===== config.mk =====
export PLATFORM = sky130hd
export DESIGN_NAME = seven_seg_scanner
export DESIGN_NICKNAME = d
export VERILOG_FILES = /design/src/rtl/seven_seg_scanner.sv
export SDC_FILE = /design/constraint.sdc
export NUM_CORES = 1
export LEC_CHECK = 0
export CAP_MARGIN = 0
export CORE_UTILIZATION = 30
export DETAILED_ROUTE_END_ITERATION = 10
export PLACE_DENSITY_LB_ADDON = 0.12
export SLEW_MARGIN = 40
export SYNTH_ARGS = -nofsm -noshare
export SYNTH_HDL_FRONTEND = slang
export SYNTH_SLANG_ARGS = --single-unit

===== constraint.sdc =====
create_clock -name clk -period 1.95 [get_ports clk]
set_input_delay 0.39 -clock clk [delete_from_list [all_inputs] [get_ports clk]]
set_output_delay 0.39 -clock clk [all_outputs]
set_load 0.01 [all_outputs]

===== src/rtl/seven_seg_scanner.sv =====
// Time-multiplexed 4-digit seven-segment scanner with per-slot blanking and per-frame snapshot.
// Optional macro SEG_BRIGHTNESS_EN adds a 4-bit brightness input that shortens the drive window.
module seven_seg_scanner #(
  parameter int unsigned DIGIT_CYCLES   = 50000,
  parameter int unsigned BLANK_CYCLES   = 8,
  parameter bit          SEG_ACTIVE_LOW = 1'b1,
  parameter bit          AN_ACTIVE_LOW  = 1'b1
) (
  input  logic        clk,
  input  logic        rst,
  input  logic [27:0] displ,
`ifdef SEG_BRIGHTNESS_EN
  input  logic [3:0]  bright,
`endif
  output logic [6:0]  seg,
  output logic [3:0]  an,
  output logic        frame_start
);

  localparam int unsigned TickW = (DIGIT_CYCLES > 1) ? $clog2(DIGIT_CYCLES) : 1;
  localparam logic [TickW-1:0] LastTick  = TickW'(DIGIT_CYCLES - 1);
  localparam logic [TickW-1:0] BlankTick = TickW'(BLANK_CYCLES);
  localparam logic [6:0] SegOff = SEG_ACTIVE_LOW ? 7'h7F : 7'h00;
  localparam logic [3:0] AnOff  = AN_ACTIVE_LOW  ? 4'hF  : 4'h0;

  logic [TickW-1:0] tick_q, tick_d;
  logic [1:0]       dig_q, dig_d;
  logic [27:0]      frame_q, frame_d;
  logic [6:0]       seg_q, seg_d;
  logic [3:0]       an_q, an_d;
  logic             fs_q, fs_d;
  logic             snap, drive;
  logic [6:0]       lit_seg;
  logic [3:0]       lit_an;

`ifdef SEG_BRIGHTNESS_EN
  localparam int unsigned Window = DIGIT_CYCLES - BLANK_CYCLES;
  logic [3:0]  bright_q, bright_d;
  logic [31:0] drive_len;
`endif

  always_comb begin
    snap    = (tick_q == '0) && (dig_q == 2'd0);
    tick_d  = tick_q + 1'b1;
    dig_d   = dig_q;
    if (tick_q == LastTick) begin
      tick_d = '0;
      dig_d  = dig_q + 2'd1;
    end
    // Decode from frame_d so the snapshot cycle already sees the new word when there is no blank.
    frame_d = snap ? displ : frame_q;
    drive   = (tick_q >= BlankTick);
`ifdef SEG_BRIGHTNESS_EN
    bright_d  = snap ? bright : bright_q;
    drive_len = (32'(Window) * (32'(bright_d) + 32'd1)) >> 4;
    if ((32'(tick_q) - 32'(BLANK_CYCLES)) >= drive_len) begin
      drive = 1'b0;
    end
`endif
    unique case (dig_q)
      2'd0:    lit_seg = frame_d[6:0];
      2'd1:    lit_seg = frame_d[13:7];
      2'd2:    lit_seg = frame_d[20:14];
      default: lit_seg = frame_d[27:21];
    endcase
    lit_an = 4'b0001 << dig_q;
    if (!drive) begin
      lit_seg = '0;
      lit_an  = '0;
    end
    seg_d = SEG_ACTIVE_LOW ? ~lit_seg : lit_seg;
    an_d  = AN_ACTIVE_LOW  ? ~lit_an  : lit_an;
    fs_d  = snap;
  end

  always_ff @(posedge clk) begin
    if (rst) begin
      tick_q   <= '0;
      dig_q    <= 2'd0;
      frame_q  <= '0;
      seg_q    <= SegOff;
      an_q     <= AnOff;
      fs_q     <= 1'b0;
`ifdef SEG_BRIGHTNESS_EN
      bright_q <= 4'd0;
`endif
    end else begin
      tick_q   <= tick_d;
      dig_q    <= dig_d;
      frame_q  <= frame_d;
      seg_q    <= seg_d;
      an_q     <= an_d;
      fs_q     <= fs_d;
`ifdef SEG_BRIGHTNESS_EN
      bright_q <= bright_d;
`endif
    end
  end

  assign seg         = seg_q;
  assign an          = an_q;
  assign frame_start = fs_q;

endmodule


After elaboration in Yosys (flattened, before gate mapping)
Index checks and enable logic that the tools add are counted.
{"block": "classes", "n_addsub": 2, "n_mul": 0, "n_div": 0, "magnitude_cmp": 1, "n_eq_ne": 3, "shift": 1, "n_mux": 4, "bitwise": 2, "reduce_logical": 4}
{"operator": "28-bit two-way mux", "n": 1}
{"operator": "7-bit one-hot mux with 3 select lines", "n": 1}
{"operator": "16-bit by 1-bit adder with 16-bit output (second input constant)", "n": 1}
{"operator": "16-bit == test (second input constant)", "n": 1}
{"operator": "16-bit by 4-bit greater-or-equal comparator with 1-bit output (second input constant)", "n": 1}
{"operator": "16-bit logical NOT", "n": 1}
{"operator": "7-bit two-way mux", "n": 1}
{"operator": "7-bit inverter", "n": 1}
{"operator": "4-bit two-way mux", "n": 1}
{"operator": "4-bit inverter", "n": 1}
{"operator": "1-bit by 2-bit << shifter with 4-bit output (first input constant)", "n": 1}
{"operator": "2-bit by 1-bit adder with 2-bit output (second input constant)", "n": 1}
{"operator": "2-bit by 1-bit == test with 1-bit output (second input constant)", "n": 1}
{"operator": "2-bit == test (second input constant)", "n": 1}
{"operator": "2-bit logical NOT", "n": 1}
{"operator": "2-bit OR reduction", "n": 1}
{"operator": "1-bit logical AND", "n": 1}
{"block": "totals", "ff_bits": 58, "latch_bits": 0, "ram_bits": 0, "rom_bits": 0, "out_inout_bits": 12, "n_memories": 0}

Logic depth before layout (Yosys ltp)
Gate-level depths: netlist of run 1.
{"block": "depth", "word_depth": 6, "depth_mapped": 9}

Worst setup path after synthesis of run 1
OpenSTA, ideal clock, no wires.
{"block": "synth_timing", "path_kind": "register -> register", "start": "register tick_q[0]", "end": "register seg_q[3], in the netlist seg[3]", "t_arrival_ps": 2053, "required_ps": 1855, "setup_slack_ps": -198, "path_stages_with_launch": 9, "cell_sequence": "dfxtp_1 -> inv_1 -> ha_1 -> or4b_1 -> nor4_4 -> buf_6 -> mux2i_1 -> nor2b_1 -> o311ai_1"}
{"block": "synth_between", "elab_chain_cells": 6}
{"element": "from (decl)", "line": "26", "text": "logic [TickW-1:0] tick_q, tick_d;"}
{"element": "from (signal assigned)", "line": "88", "text": "tick_q <= tick_d;"}
{"element": "branches (longest 4 deep; another with 16-bit by 4-bit greater-or-equal comparator with 1-bit output)"}
{"element": "7-bit two-way mux (*)", "line": "67", "text": "if (!drive) begin"}
{"element": "7-bit inverter (*)", "line": "71", "text": "seg_d = SEG_ACTIVE_LOW ? ~lit_seg : lit_seg;"}
{"element": "to (signal assigned)", "line": "81", "text": "seg_q <= SegOff;"}
{"element": "to (signal assigned)", "line": "91", "text": "seg_q <= seg_d;"}
{"element": "to (decl)", "line": "29", "text": "logic [6:0] seg_q, seg_d;"}
Every way passes the cells marked *.
A chain may end at the register's enable or synchronous reset.

Final worst setup path of run 1
{"block": "layout_timing", "start": "register dig_q[1]", "end": "register seg_q[0], in the netlist seg[0]"}
{"block": "layout_between", "elab_chain_cells": 6}
{"element": "from (decl)", "line": "27", "text": "logic [1:0] dig_q, dig_d;"}
{"element": "from (signal assigned)", "line": "89", "text": "dig_q <= dig_d;"}
{"element": "2-bit logical NOT", "line": "43, 60"}
{"element": "1-bit logical AND", "line": "43", "text": "snap = (tick_q == '0) && (dig_q == 2'd0);"}
{"element": "28-bit two-way mux", "line": "51", "text": "frame_d = snap ? displ : frame_q;"}
{"element": "7-bit one-hot mux with 3 select lines (*)", "line": "60", "text": "unique case (dig_q)"}
{"element": "7-bit two-way mux (*)", "line": "67"}
{"element": "7-bit inverter (*)", "line": "71"}
Every way passes the cells marked *; elsewhere a longest branch is shown, timed or not.

==> results of run 1 <==
-- layout make-up --
type	instances	share of cell area [%]
inverter	6	0.586
clock inverter	6	1.11
multi-input combinational	197	37.6
timing repair buffer	91	23.4
sequential	58	30.4
tap	102	3.32
clock buffer	10	3.58
-- per-layer routing --
metal / vias up / GRT usage (%) / wire length, um / share of wire (%)
met5: - / 0 / 0 / 0
met1: 1057 / 17.7 / 2890 / 44
met3: 10 / 5.42 / 282 / 4.3
li1: 1119 / - / - / -
met4: 0 / 4.62 / 88 / 1.3
met2: 49 / 24.8 / 3350 / 51
-- critical path, cell delays in order, from the launching register on --
cell and delay [ps]:
dfxtp_2 320, inv_2 70, ha_4 130, or4b_4 470, nor4_4 340, buf_4 200
clkbuf_16 170, mux2i_4 230, nand2_1 80, o311ai_1 110
-- report_power, final --
part | switching [W] | internal, W | total, W
combinational | 0.000269 | 0.000354 | 0.000623
clock | 0.000502 | 0.000494 | 0.000996
sequential | 0.0000303 | 0.00125 | 0.00128
total | 0.000801 | 0.00209 | 0.00290
-- synth_stat cells --
cell       n
xnor2_1    8
a22oi_1    7
nand2_1   45
nand4_1    4
buf_2      2
and3_1     3
nor2b_1    9
or4b_1     2
or4_4      2
nor4_4     1
or3_1      2
a221oi_1   7
buf_12     1
inv_1      6
nor4b_2    1
buf_6      1
mux2i_1   15
dfxtp_1   58
o311ai_1   7
clkbuf_1   9
buf_4      1
a21oi_1   21
xor2_1     7
nor2_1    40
nand2b_1   1
nor3_1     2
ha_1       7
nand3_1    6
buf_1      1
-- logic make-up after synthesis --
logic type                 count (synthesis)  share of synthesized area (%)
buffers and inverters                     21                           4.40
and+or+nand+nor                          118                           22.5
muxes                                     15                           6.06
AOI/OAI and AO/OA                         42                           11.3
DFF                                       58                           46.9
xor gates and xnor gates                  15                           5.31
adders and majority gates                  7                           3.54
-- worst paths after layout --
kind	depth (start not counted)	slack [ps]	to
setup / recovery	9	-260	seg[0]$_SDFF_PP1_
hold / removal	2	460	frame_q[19]$_SDFF_PP0_
setup reg to reg	9	-260	seg[0]$_SDFF_PP1_
hold reg to reg	2	460	frame_q[19]$_SDFF_PP0_
-- what timing repair did --
action                     in CTS  in global routing
pin swaps                       1                 19
cloned                          0                  4
resized for setup               2                 60
buffers inserted                0                  6
setup endpoints to repair      24                 35
-- registers in the layout, summed over array words and instances, names as in the netlist --
name	flops
frame_start	1
frame_q	28
tick_q	16
dig_q	2
an	4
seg	7
-- per-stage QoR --
step | std cells | TNS (ps) | power [W] | util [%] | hold WS [ps]
after floorplan | 276 | -1930 | 0.00153 | - | 431
after global placement | 444 | -1710 | 0.00172 | 41.9 | 440
after detailed placement | 444 | -2240 | 0.00173 | 41.9 | 445
after CTS | 460 | -2300 | 0.00274 | 44.3 | 454
after global routing | 470 | -6060 | 0.00304 | 49.0 | 490
final | 470 | -3430 | 0.00290 | 49.0 | 456
==> metrics.md, run 1 <==
| Metric | Value |
|---|---|
| Outcome | `finished, violations left` |
| Failing checks | `negative setup slack` |
| Clk sinks | `58` |
| Pre-antenna DRT Iters | `4` |
| Yosys reg bits | `58` |
| Fraction of layout cells with a size suffix above 1 | `31.5%` |
| Ports | `42` |
| Most common cell after layout, fill and taps aside | `dfxtp_1` |
| Fmax | `452 MHz` |
| Max_cap viols | `0` |
| TritonCTS Buffers | `9` |
| Fin crit share | `113%` |
| Sequential area share after synthesis | `46.9%` |
| CP Capture Type | `register` |
| DRT antenna net count | `0` |
| CP required | `2200 ps` |
| Residual DRC | `0` |
| Largest net degree at the start of global routing | `32` |
| Slack of the critical path | `-261 ps` |
| Post-Syn Nets | `313` |
| Core footprint | `7850 sq um` |
| Biggest area consumer among synthesized cells | `dfxtp_1` |
| CTS tree | `built` |
| Clk buf depth | `2` |
| Die Y | `92.9 um` |
| IO Port Bufs | `41` |
| Final min period | `2210 ps` |
| Mapped Area | `2480 sq um` |
| Slew margin rel. | `56.9%` |
| Origin of the critical flop-to-flop path | `dig_q[1]$_SDFFE_PP0P_` |
| Syn Area/Cell | `8.97 sq um` |
| Antenna Cells | `0` |
| Fin Clk Skew | `12.2 ps` |
| Yosys top cell area share | `46.9%` |
| Clock transition at path regs | `70 ps` |
| Post-Syn Instances | `276` |
| Slew @ Worst Pin | `646 ps` |
| Wire per inst | `14.1 um` |
| Row cnt | `32` |
| Pre-CTS setup slack | `-219 ps` |
| Final Hold Fails | `0` |
| Fin area | `3850 sq um` |
| DP Area | `3280 sq um` |
| Leakage | `1.51 nW` |
| Peak supply drop | `0.270 mV` |
| Commonest non-fill, non-tap cells in the layout | `dfxtp_1, clkdlybuf4s50_1, nor2_1` |
| RSZ-0062 raised after global routing | `true` |
| Synth area leaders | `dfxtp_1, nand2_1, mux2i_1, nor2_1, a21oi_1` |
| Vias in the first global route | `1996` |
| WS Path Type | `reg -> reg` |
| GR Overflow Total | `0` |
| Worst-Skew Late Latency | `340 ps` |
| Overall Global Routing Usage | `14.9%` |
| Worst hold start | `frame_q[19]$_SDFF_PP0_` |
| PwrDens | `753 nW/um^2` |
| Clk root buf | `clkbuf_8` |
| Max FO, Critical Path | `6` |
| CTS H-tree lvls | `3` |
| Iter 0 DRT Violations | `65` |
| Drt total wl | `6610 um` |
| Mean number of vias per cell | `4.76` |
| Yosys Warn Count | `0` |
| Antenna violations before repair | `0` |
| Area growth syn-to-layout | `55.3%` |
| Die X | `92.9 um` |
| Filler cells | `785` |
| Final setup viols | `23` |
| DIE AREA | `8620 sq um` |
| Layout Nets | `400` |
| Crit path launch | `dig_q[1]$_SDFFE_PP0P_` |
| Hold Path Class | `reg -> reg` |
| GP Congestion | `0.774` |
| Hold-fix buffers, CTS | `0` |
| Synth cell types | `29` |
| Vias | `2235` |
| FF/Latch Area | `1170 sq um` |
| Initial Utilization | `31.6%` |
| Data arrival, critical path | `2460 ps` |
| Startpoint Class | `register` |
| First-pass GRT wire length | `9700 um` |
| Fin. max-slew vios | `0` |
| HPWL reported at the end of detailed placement | `4160 um` |
| Multi-input gate area | `1450 sq um` |
No activity file was read; power rests on OpenSTA's default activity.
==> run 2, diff against run 1 <==
--- a/config.mk
+++ b/config.mk
@@ -8,8 +8,6 @@
 export CAP_MARGIN = 0
 export CORE_UTILIZATION = 30
 export DETAILED_ROUTE_END_ITERATION = 10
-export PLACE_DENSITY_LB_ADDON = 0.12
-export SLEW_MARGIN = 40
 export SYNTH_ARGS = -nofsm -noshare
 export SYNTH_HDL_FRONTEND = slang
 export SYNTH_SLANG_ARGS = --single-unit
==> run 2 against run 1 <==
Flip-flop and latch count is the same; fmax grew 2.8%; utilization shrank 0.77 points; global-route usage grew 0.91 points; the flow still finishes with violations (negative setup slack); critical path type unchanged; first-iteration DRC count grew 17%; highest routed layer unchanged.
==> metrics.md, run 2 (same netlist as run 1, synthesis figures left out) <==
| Metric | Value |
|---|---|
| Outcome | `finished, violations left (unchanged)` |
| Failing checks | `negative setup slack (unchanged)` |
| Number of flip-flops under the largest register name | `28 (unchanged)` |
| Slew margin rel. | `48.5% (was 56.9%)` |
| Antenna violations before repair | `0 (unchanged)` |
| Post-Route Setup TNS | `-2100 ps (was -3430 ps)` |
| GP Congestion | `0.803 (was 0.774)` |
| Ports | `42 (unchanged)` |
| Vias | `2225 (was 2235)` |
| Core Util, Final | `48.2% (was 49.0%)` |
| Worst reg-to-reg setup slack | `-200 ps (was -260 ps)` |
| Layout Nets | `398 (was 400)` |
| Fin Clk Skew | `8.50 ps (was 12.2 ps)` |
| WHS Endpoint | `frame_q[13]$_SDFF_PP0_ (was frame_q[19]$_SDFF_PP0_)` |
| Origin of the critical flop-to-flop path | `tick_q[1]$_SDFF_PP0_ (was dig_q[1]$_SDFFE_PP0P_)` |
| Area growth syn-to-layout | `52.9% (was 55.3%)` |
| Overall Global Routing Usage | `15.8% (was 14.9%)` |
| Fin area | `3790 sq um (was 3850 sq um)` |
| Net Sw Frac | `25.7% (was 27.7%)` |
| Max FO, Critical Path | `13 (was 6)` |
| Die X | `92.9 um (unchanged)` |
| DP Cell Count | `445 (was 444)` |
| Data arrival, critical path | `2390 ps (was 2460 ps)` |
| Fin crit share | `110% (was 113%)` |
| Leakage | `1.47 nW (was 1.51 nW)` |
| CTS tree | `built (unchanged)` |
| TritonCTS Buffers | `9 (unchanged)` |
| Multi-input gate area | `1390 sq um (was 1450 sq um)` |
| Layout Cells excl Fill | `468 (was 470)` |
| Max_cap viols | `0 (unchanged)` |
| GR Overflow Total | `0 (unchanged)` |
| Drt total wl | `6440 um (was 6610 um)` |
| Sequential Power Share | `41.4% (was 44.1%)` |
| Startpoint Class | `register (unchanged)` |
| First-pass GRT wire length | `10500 um (was 9700 um)` |
| Die Y | `92.9 um (unchanged)` |
| Worst hold start | `frame_q[13]$_SDFF_PP0_ (was frame_q[19]$_SDFF_PP0_)` |
| WS Path Type | `reg -> reg (unchanged)` |
| Fin. max-slew vios | `0 (unchanged)` |
| Fraction of layout cells with a size suffix above 1 | `31.7% (was 31.5%)` |
| Clock transition at path regs | `70 ps (about the same)` |
| Switching power | `0.000792 W (was 0.000801 W)` |
| CP Capture Type | `register (unchanged)` |
| Clk sinks | `58 (unchanged)` |
| PwrDens | `816 nW/um^2 (was 753 nW/um^2)` |
| Slack of the critical path | `-200 ps (was -261 ps)` |
| Hold Path Class | `reg -> reg (unchanged)` |
| DRT antenna net count | `0 (unchanged)` |
| Final setup viols | `19 (was 23)` |
| Iter 0 DRT Violations | `76 (was 65)` |
| Logic pwr share | `18.9% (was 21.5%)` |
| Hold-critical path depth | `2 (unchanged)` |
| DP Area | `3290 sq um (was 3280 sq um)` |
| Largest Register | `frame_q (unchanged)` |
| Vias in the first global route | `2268 (was 1996)` |
| Reg-to-Reg End | `seg[1]$_SDFF_PP1_ (was seg[0]$_SDFF_PP1_)` |
| Final min period | `2150 ps (was 2210 ps)` |
| Slew @ Worst Pin | `770 ps (was 646 ps)` |
| HPWL reported at the end of detailed placement | `4330 um (was 4160 um)` |
| Worst-Skew Late Latency | `340 ps (about the same)` |
| Commonest non-fill, non-tap cells in the layout | `dfxtp_1, clkdlybuf4s50_1, nor2_1 (unchanged)` |
| Hold-fix buffers, CTS | `0 (unchanged)` |
| Clk buf depth | `2 (unchanged)` |
| DIE AREA | `8620 sq um (unchanged)` |
| Filler cells | `743 (was 785)` |
| Peak supply drop | `0.402 mV (was 0.270 mV)` |
| IO Port Bufs | `41 (unchanged)` |
| Wire per inst | `13.8 um (was 14.1 um)` |
| Final Hold Fails | `0 (unchanged)` |
| CTS H-tree lvls | `3 (unchanged)` |
| CP required | `2190 ps (was 2200 ps)` |
| FF/Latch Area | `1170 sq um (about the same)` |
| RSZ-0062 raised after global routing | `true (unchanged)` |
| Mean number of vias per cell | `4.75 (was 4.76)` |
| Antenna Cells | `0 (unchanged)` |
| Internal Power | `0.00230 W (was 0.00209 W)` |
| Core footprint | `7850 sq um (unchanged)` |
| Most common cell after layout, fill and taps aside | `dfxtp_1 (unchanged)` |
| Clock share of power | `39.7% (was 34.4%)` |
| Clk root buf | `clkbuf_8 (unchanged)` |
| Initial Utilization | `31.6% (unchanged)` |
| Row cnt | `32 (unchanged)` |
| Fmax | `465 MHz (was 452 MHz)` |
| FF-to-FF path depth | `8 (was 9)` |
| Residual DRC | `0 (unchanged)` |
| Pre-antenna DRT Iters | `4 (unchanged)` |
| Pre-CTS setup slack | `-228 ps (was -219 ps)` |
| Largest net degree at the start of global routing | `32 (unchanged)` |
run 2: worst max-delay path, cell delays in order, from the launching register on:
cell,delay [ps]
dfxtp_2,320
inv_2,60
ha_4,120
or4b_4,460
nor4_4,310
buf_12,200
mux2i_2,270
nor2b_1,70
o311ai_1,240
run 2: per-stage QoR:
step                total power [W]  hold slack, ps
floorplan                   0.00153             431
global placement            0.00172             439
detailed placement          0.00173             445
CTS                         0.00307             454
global route                0.00322             496
finish                      0.00309             467
run 2: layout make-up:
cell class              instances  share of cell area (%)
clock inverters                 7                    2.48
clock buffers                   9                    3.27
repair buffers                 89                    22.8
inverters                       6                   0.595
well taps                     102                    3.37
flip-flops and latches         58                    30.8
multi-input cells             197                    36.7
run 2: power by group through the flow:
stage / sequential (W) / clock [W] / combinational, W
4_1_cts: 0.00128 / 0.00125 / 0.000539
2_1_floorplan: 0.00130 / 0 / 0.000237
3_3_place_gp: 0.00130 / 0 / 0.000425
6_report: 0.00128 / 0.00123 / 0.000583
5_1_grt: 0.00129 / 0.00131 / 0.000629
3_5_place_dp: 0.00130 / 0 / 0.000431
run 2: worst max-delay path by stage:
stage	startpoint	endpoint	slack, ps	cells past startpoint
after floorplan	tick_q[1]$_SDFF_PP0_	seg[3]$_SDFF_PP1_	-170	9
after global placement	tick_q[1]$_SDFF_PP0_	seg[4]$_SDFF_PP1_	-200	9
after detailed placement	tick_q[1]$_SDFF_PP0_	seg[4]$_SDFF_PP1_	-230	9
after CTS	tick_q[1]$_SDFF_PP0_	seg[1]$_SDFF_PP1_	-210	8
after global routing	tick_q[1]$_SDFF_PP0_	seg[2]$_SDFF_PP1_	-360	8
final	tick_q[1]$_SDFF_PP0_	seg[1]$_SDFF_PP1_	-200	8
run 2: metal layers:
metal | track usage, % | part of all wire (%) | vias up
met5 | 0 | 0 | -
met4 | 6.92 | 1.9 | 0
met3 | 4.35 | 5.7 | 15
met2 | 27.5 | 50 | 51
met1 | 17.9 | 43 | 1048
li1 | - | - | 1111
run 2: what timing repair did:
item                       in CTS  in global routing
setup endpoints to repair      26                 35
pin swaps                      22                  4
resized for setup              38                 18
cloned                          1                  0
hold endpoints to repair        0                  0
setup buffers                   4                  2
